<file path="config.mk">
export PLATFORM = sky130hd
export DESIGN_NAME = btb_update_queue_flat
export DESIGN_NICKNAME = d
export VERILOG_FILES = /design/src/rtl/btb_update_queue_if.sv /design/src/rtl/btb_update_queue.sv /design/src/flat_wrapper.sv
export SDC_FILE = /design/constraint.sdc
export NUM_CORES = 1
export LEC_CHECK = 0
export BUFFER_PORTS_ARGS = -buffer_cell sky130_fd_sc_hd__buf_2
export CAP_MARGIN = 40
export CELL_PAD_IN_SITES_DETAIL_PLACEMENT = 1
export CELL_PAD_IN_SITES_GLOBAL_PLACEMENT = 2
export CORE_MARGIN = 2
export CORE_UTILIZATION = 44
export DETAILED_ROUTE_END_ITERATION = 8
export PLACE_DENSITY = 0.92
export SETUP_SLACK_MARGIN = 0.4
export SLEW_MARGIN = 20
export SYNTH_ARGS = -nofsm -noshare
export SYNTH_HDL_FRONTEND = slang
export SYNTH_SLANG_ARGS = --single-unit
</file>
<file path="constraint.sdc">
create_clock -name clk -period 7.4 [get_ports clk]
set_clock_uncertainty 0.2 [all_clocks]
set_input_delay 2.22 -clock clk [delete_from_list [all_inputs] [get_ports clk]]
set_output_delay 2.22 -clock clk [all_outputs]
set_load 0.03 [all_outputs]
</file>
<file path="src/rtl/btb_update_queue_if.sv">
// Handshake and BTB write-port bundle for btb_update_queue.
// master: backend + BTB side; slave: the queue.
interface btb_update_queue_if #(
  parameter int unsigned DEPTH = 4
) ();
  localparam int unsigned CNT_W = $clog2(DEPTH) + 1;

  logic              res_valid_i;
  logic              res_ready_o;
  logic [31:2]       res_pc_i;
  logic              res_taken_i;
  logic [31:2]       res_target_i;
  logic [1:0]        res_br_type_i;
  logic [31:2]       res_pred_bta_i;
  logic [1:0]        res_pred_br_type_i;
  logic              upd_ready_i;
  logic              update_o;
  logic [31:2]       wpc_o;
  logic [31:2]       bta_o;
  logic [1:0]        br_type_o;
  logic [CNT_W-1:0]  count_o;

  modport master (
    output res_valid_i, res_pc_i, res_taken_i, res_target_i, res_br_type_i,
           res_pred_bta_i, res_pred_br_type_i, upd_ready_i,
    input  res_ready_o, update_o, wpc_o, bta_o, br_type_o, count_o
  );

  modport slave (
    input  res_valid_i, res_pc_i, res_taken_i, res_target_i, res_br_type_i,
           res_pred_bta_i, res_pred_br_type_i, upd_ready_i,
    output res_ready_o, update_o, wpc_o, bta_o, br_type_o, count_o
  );
endinterface

</file>
<file path="src/rtl/btb_update_queue.sv">
// btb_update_queue: filters resolved branches down to BTB writes, coalesces
// writes to the same PC in a small circular FIFO, drains one write per cycle.
// Optional BTB_UPDQ_PERF_EN adds saturating 32-bit perf counters.
module btb_update_queue #(
  parameter int unsigned DEPTH = 4
) (
  input  logic                 clk,
  input  logic                 rst_n,
  btb_update_queue_if.slave    bus
`ifdef BTB_UPDQ_PERF_EN
  ,
  output logic [31:0]          perf_resolved_o,
  output logic [31:0]          perf_update_o,
  output logic [31:0]          perf_coalesce_o
`endif
);
  localparam int unsigned PTR_W = $clog2(DEPTH);
  localparam int unsigned CNT_W = PTR_W + 1;

  typedef struct packed {
    logic [31:2] pc;
    logic [31:2] bta;
    logic [1:0]  br_type;
  } entry_t;

  entry_t             entry_q [DEPTH];
  logic [DEPTH-1:0]   valid_q;
  logic [PTR_W-1:0]   head_q;
  logic [PTR_W-1:0]   tail_q;
  logic [CNT_W-1:0]   count_q;

  logic               need_upd;
  logic               accept;
  logic               wr_upd;
  logic               pop;
  logic               hit;
  logic [PTR_W-1:0]   hit_idx;
  logic               push;
  logic               coalesce;

  assign bus.res_ready_o = (count_q != CNT_W'(DEPTH));
  assign bus.update_o    = (count_q != '0);
  assign bus.count_o     = count_q;
  assign bus.wpc_o       = bus.update_o ? entry_q[head_q].pc      : '0;
  assign bus.bta_o       = bus.update_o ? entry_q[head_q].bta     : '0;
  assign bus.br_type_o   = bus.update_o ? entry_q[head_q].br_type : '0;

  assign need_upd = bus.res_taken_i &
                    ((bus.res_target_i != bus.res_pred_bta_i) |
                     (bus.res_br_type_i != bus.res_pred_br_type_i));
  assign accept   = bus.res_valid_i & bus.res_ready_o;
  assign wr_upd   = accept & need_upd;
  assign pop      = bus.update_o & bus.upd_ready_i;
  assign push     = wr_upd & ~hit;
  assign coalesce = wr_upd & hit;

  // Find a live entry with the same PC; the head leaving this cycle is excluded
  always_comb begin
    hit     = 1'b0;
    hit_idx = '0;
    for (int i = 0; i < DEPTH; i++) begin
      if (valid_q[i] && (entry_q[i].pc == bus.res_pc_i) &&
          !(pop && (head_q == PTR_W'(i)))) begin
        hit     = 1'b1;
        hit_idx = PTR_W'(i);
      end
    end
  end

  // Queue storage, pointers and occupancy
  always_ff @(posedge clk or negedge rst_n) begin
    if (!rst_n) begin
      head_q  <= '0;
      tail_q  <= '0;
      count_q <= '0;
      valid_q <= '0;
      for (int i = 0; i < DEPTH; i++) begin
        entry_q[i] <= '0;
      end
    end else begin
      if (pop) begin
        valid_q[head_q] <= 1'b0;
        head_q          <= head_q + PTR_W'(1);
      end
      if (push) begin
        valid_q[tail_q]         <= 1'b1;
        entry_q[tail_q].pc      <= bus.res_pc_i;
        entry_q[tail_q].bta     <= bus.res_target_i;
        entry_q[tail_q].br_type <= bus.res_br_type_i;
        tail_q                  <= tail_q + PTR_W'(1);
      end
      if (coalesce) begin
        entry_q[hit_idx].bta     <= bus.res_target_i;
        entry_q[hit_idx].br_type <= bus.res_br_type_i;
      end
      case ({push, pop})
        2'b10:   count_q <= count_q + CNT_W'(1);
        2'b01:   count_q <= count_q - CNT_W'(1);
        default: count_q <= count_q;
      endcase
    end
  end

`ifdef BTB_UPDQ_PERF_EN
  // Saturating event counters
  always_ff @(posedge clk or negedge rst_n) begin
    if (!rst_n) begin
      perf_resolved_o <= '0;
      perf_update_o   <= '0;
      perf_coalesce_o <= '0;
    end else begin
      if (accept && (perf_resolved_o != 32'hFFFF_FFFF)) begin
        perf_resolved_o <= perf_resolved_o + 32'd1;
      end
      if (pop && (perf_update_o != 32'hFFFF_FFFF)) begin
        perf_update_o <= perf_update_o + 32'd1;
      end
      if (coalesce && (perf_coalesce_o != 32'hFFFF_FFFF)) begin
        perf_coalesce_o <= perf_coalesce_o + 32'd1;
      end
    end
  end
`endif

endmodule
</file>
<file path="src/flat_wrapper.sv">
// flat-port wrapper written by rule: the top's interface ports become plain ports
module btb_update_queue_flat 
#(
  parameter int unsigned DEPTH = 4
)
  (clk, rst_n, bus_res_valid_i, bus_res_pc_i, bus_res_taken_i, bus_res_target_i, bus_res_br_type_i, bus_res_pred_bta_i, bus_res_pred_br_type_i, bus_upd_ready_i, bus_res_ready_o, bus_update_o, bus_wpc_o, bus_bta_o, bus_br_type_o, bus_count_o);
  btb_update_queue_if #(.DEPTH(DEPTH)) bus_i ();
  input  logic clk;
  input  logic rst_n;
  input wire logic [$bits(bus_i.res_valid_i)-1:0] bus_res_valid_i;
  input wire logic [$bits(bus_i.res_pc_i)-1:0] bus_res_pc_i;
  input wire logic [$bits(bus_i.res_taken_i)-1:0] bus_res_taken_i;
  input wire logic [$bits(bus_i.res_target_i)-1:0] bus_res_target_i;
  input wire logic [$bits(bus_i.res_br_type_i)-1:0] bus_res_br_type_i;
  input wire logic [$bits(bus_i.res_pred_bta_i)-1:0] bus_res_pred_bta_i;
  input wire logic [$bits(bus_i.res_pred_br_type_i)-1:0] bus_res_pred_br_type_i;
  input wire logic [$bits(bus_i.upd_ready_i)-1:0] bus_upd_ready_i;
  output wire logic [$bits(bus_i.res_ready_o)-1:0] bus_res_ready_o;
  output wire logic [$bits(bus_i.update_o)-1:0] bus_update_o;
  output wire logic [$bits(bus_i.wpc_o)-1:0] bus_wpc_o;
  output wire logic [$bits(bus_i.bta_o)-1:0] bus_bta_o;
  output wire logic [$bits(bus_i.br_type_o)-1:0] bus_br_type_o;
  output wire logic [$bits(bus_i.count_o)-1:0] bus_count_o;
  assign bus_i.res_valid_i = bus_res_valid_i;
  assign bus_i.res_pc_i = bus_res_pc_i;
  assign bus_i.res_taken_i = bus_res_taken_i;
  assign bus_i.res_target_i = bus_res_target_i;
  assign bus_i.res_br_type_i = bus_res_br_type_i;
  assign bus_i.res_pred_bta_i = bus_res_pred_bta_i;
  assign bus_i.res_pred_br_type_i = bus_res_pred_br_type_i;
  assign bus_i.upd_ready_i = bus_upd_ready_i;
  assign bus_res_ready_o = bus_i.res_ready_o;
  assign bus_update_o = bus_i.update_o;
  assign bus_wpc_o = bus_i.wpc_o;
  assign bus_bta_o = bus_i.bta_o;
  assign bus_br_type_o = bus_i.br_type_o;
  assign bus_count_o = bus_i.count_o;
  btb_update_queue #(.DEPTH(DEPTH)) u_core (.clk(clk), .rst_n(rst_n), .bus(bus_i));
endmodule
</file>
==> metrics.md <==
| Metric | Value |
|---|---|
| Status | complete, no violations |
| CTS Hold Bufs | 0 |
| Global-route wire length before repair | 57,500 um |
| Vias | 8,583 |
| Synth cell types | 40 |
| CTS tree | built |
| Power Dens Cells | 512 nW/um2 |
| Die W | between 150 and 200 um |
| CP Class | flip-flop to output port |
| DRT iter0 DRCs | 409 |
| Routed wire length | 36,300 um |
| Worst setup path start | u_core.head_q[0] |
| Yosys top cell area share | 47.6% |
| Root buf cell | clkbuf_16 |
| Worst min path class | flip-flop to flip-flop |
| Hold Worst Slack | 0.301 ns |
| Crit path cell chain | buf_16, buf_4, mux4_2, and2_1, buf_2 |
| DR WL/cell | approximately 24 um |
| Slowest CP cell | dfrtp_4 |
| Crit path largest cell delay | roughly 0.6 ns |
| Post-CTS resize count | 0 |
| Total core area | 30,500 um2 |
| Post-layout util | 51.8% |
| Maxcap violations | 0 |
| RePlAce Congestion | 0.858 |
| CP Depth | 5 |
| Fin. Hold Viols | 0 |
| Top Ports | around 170 |
| Hold Path Cell Cnt | 1 |
| Synth Instances | between 900 and 1,000 |
| R2R depth | 10 |
| HPWL after detailed placement | roughly 25,000 um |
| Number of synthesized register bits | 259 |
| Worst EP arrival | 2.93 ns |
| Fin crit share | 72.3% |
| H-tree depth | 1 |
| Mapped Avg Cell Area | roughly 14 um2 |
| IO buf count | 165 |
| Worst skew pair latency | about 0.55 ns |
| Area leader, netlist | dfrtp_1 |
| CP max FO | 33 |
| Routed vias/inst | 5.57 |
| Max frequency | 187 MHz |
| FP Rows | 64 |
| Post-synth net total | approximately 1,100 |
| Post-Place Cells | about 1,500 |
| Sequential-to-total area share from yosys stat | 47.6% |
| Setup TNS Final | 0 ns |
| RSZ-0062 raised after global routing | no |
| Initial antenna violation count | 1 |
| Tot GR Track Use | 22.6% |
| Top delay family on crit path | buffers and inverters |
| Final std cells w/o fill | ~1,500 |
| Max-slew headroom | 32.8% |
| GR Overflow Total | 0 |
| Die area | 32,400 um2 |
| Synthesis Warnings | 0 |
| Worst Hold Launch | u_core.entry_q[82] |
| Top cells by area, synth | dfrtp_1, mux2_2, mux4_2, xnor2_1, and2_1 |
| Setup Viol. Count Final | 0 |
| P&R area growth vs syn | 16.0% |
| Setup crit end kind | output port |
| Clk slew on worst S/H paths | 0.06 ns |
| Min cycle time layout | 5.35 ns |
| Largest net degree at the start of global routing | 126 |
| Worst EP required | 4.98 ns |
| Starting Density | between 40 and 50% |
| Final #Nets | between 1,000 and 1,500 |
| Peak VDD IR | 0.000211 V |
| Vias in the first global route | 9,638 |
| Drt drc | 0 |
| Clock sinks | 259 |
| Async S/R FF share, synth | 100% |
| Chip height | 180 um |
| CP startpoint kind | flip-flop |
| Leak Pwr | 6.63 nW |
| Antenna Nets Post-Route | 0 |
| Share of cells above drive strength 1 | 48.5% |
| Number of enable flip-flop cells after synthesis | 0 |
| Worst-Margin Slew | roughly 1.0 ns |
| Max-slew violations | 0 |
| Synthesized area | 13,600 um2 |
| Drt pass-1 iters | 4 |
| FF-to-FF Start | u_core.head_q[1] |
| Buf/Inv on CP | 3 |
| Setup bufs post-CTS | 0 |
| Top FF cell, synth | dfrtp_1 |
| Longest Clk Path Bufs | 3 |
| Num CTS Buffers | 28 |
## cell usage in the layout, fill, tap and decap left out, types with 6 or more instances in the layout
cell type,instances
mux2_2,247
inv_1,10
dfrtp_1,257
clkbuf_8,11
nor2_1,6
nor4_1,14
nand2_1,11
buf_2,164
clkbuf_16,28
buf_4,12
xor2_1,34
and2_1,62
mux4_2,62
ha_1,9
nand3_1,8
nand4_1,34
xnor2_1,123
## metal layers
layer	part of all wire, %	track usage [%]	vias up
li1	-	-	3782
met1	45	31.2	4576
met2	49	37.9	170
met3	3.9	2.98	55
met4	2.1	5.85	0
met5	0	0	-
## layout make-up
cell class / instances / area, um2
inverter: 10 / 37.5
fill: 3030 / 14700
clock inverter: 9 / 134
clock buffer: 43 / 867
multi-input combinational: 642 / 6770
antenna: 1 / 2.50
timing repair buffer: 181 / 1020
tap: 396 / 495
sequential: 259 / 6490
## cells by family after synthesis
| logic type | after synthesis | share of synthesized area (%) |
|---|---|---|
| mux | 312 | 30.9 |
| buf+inv | 86 | 3.10 |
| simple gates | 152 | 6.70 |
| fa+ha+maj | 10 | 0.973 |
| compound gates | 11 | 0.652 |
| flops | 259 | 47.6 |
| xor+xnor | 157 | 10.1 |
## final timing paths
path,end,slack (ns)
worst max-delay path,bus_br_type_o[1],2.05
worst min-delay path,u_core.entry_q[82],0.30
max in group asynchronous,async pin,4.06
worst max register to register,u_core.entry_q[30],3.16
min in group asynchronous,async pin,1.55
worst min register to register,u_core.entry_q[82],0.30
## cells in the mapped netlist, types with 4 or more instances
| library cell | n |
|---|---|
| buf_2 | 18 |
| xnor2_1 | 123 |
| xor2_1 | 34 |
| buf_1 | 4 |
| nand3_1 | 8 |
| nor2_1 | 7 |
| nand4_1 | 34 |
| dfrtp_1 | 259 |
| nor4_1 | 14 |
| inv_1 | 10 |
| ha_1 | 9 |
| mux4_2 | 62 |
| mux2_2 | 247 |
| nor3_1 | 4 |
| and2_1 | 62 |
| buf_6 | 4 |
| nand2_1 | 11 |
| buf_4 | 7 |
| clkbuf_1 | 40 |
## report_power, final
group          leakage, nW  internal [W]  switching (W)
clock                0.494      0.000909       0.000581
sequential            3.11       0.00214       0.000573
combinational         3.02       0.00186        0.00202
## metrics by stage
| stage | setup WS (ns) | area, um2 | total power, W |
|---|---|---|---|
| floorplan | 2.45 | 13600 | 0.00545 |
| global placement | 1.82 | 14700 | 0.00645 |
| detailed placement | 1.79 | 14800 | 0.00662 |
| CTS | 1.97 | 15800 | 0.00817 |
| global route | 1.87 | 15800 | 0.00855 |
| finish | 2.05 | 15800 | 0.00809 |
Power figures use the tool's default switching activity.
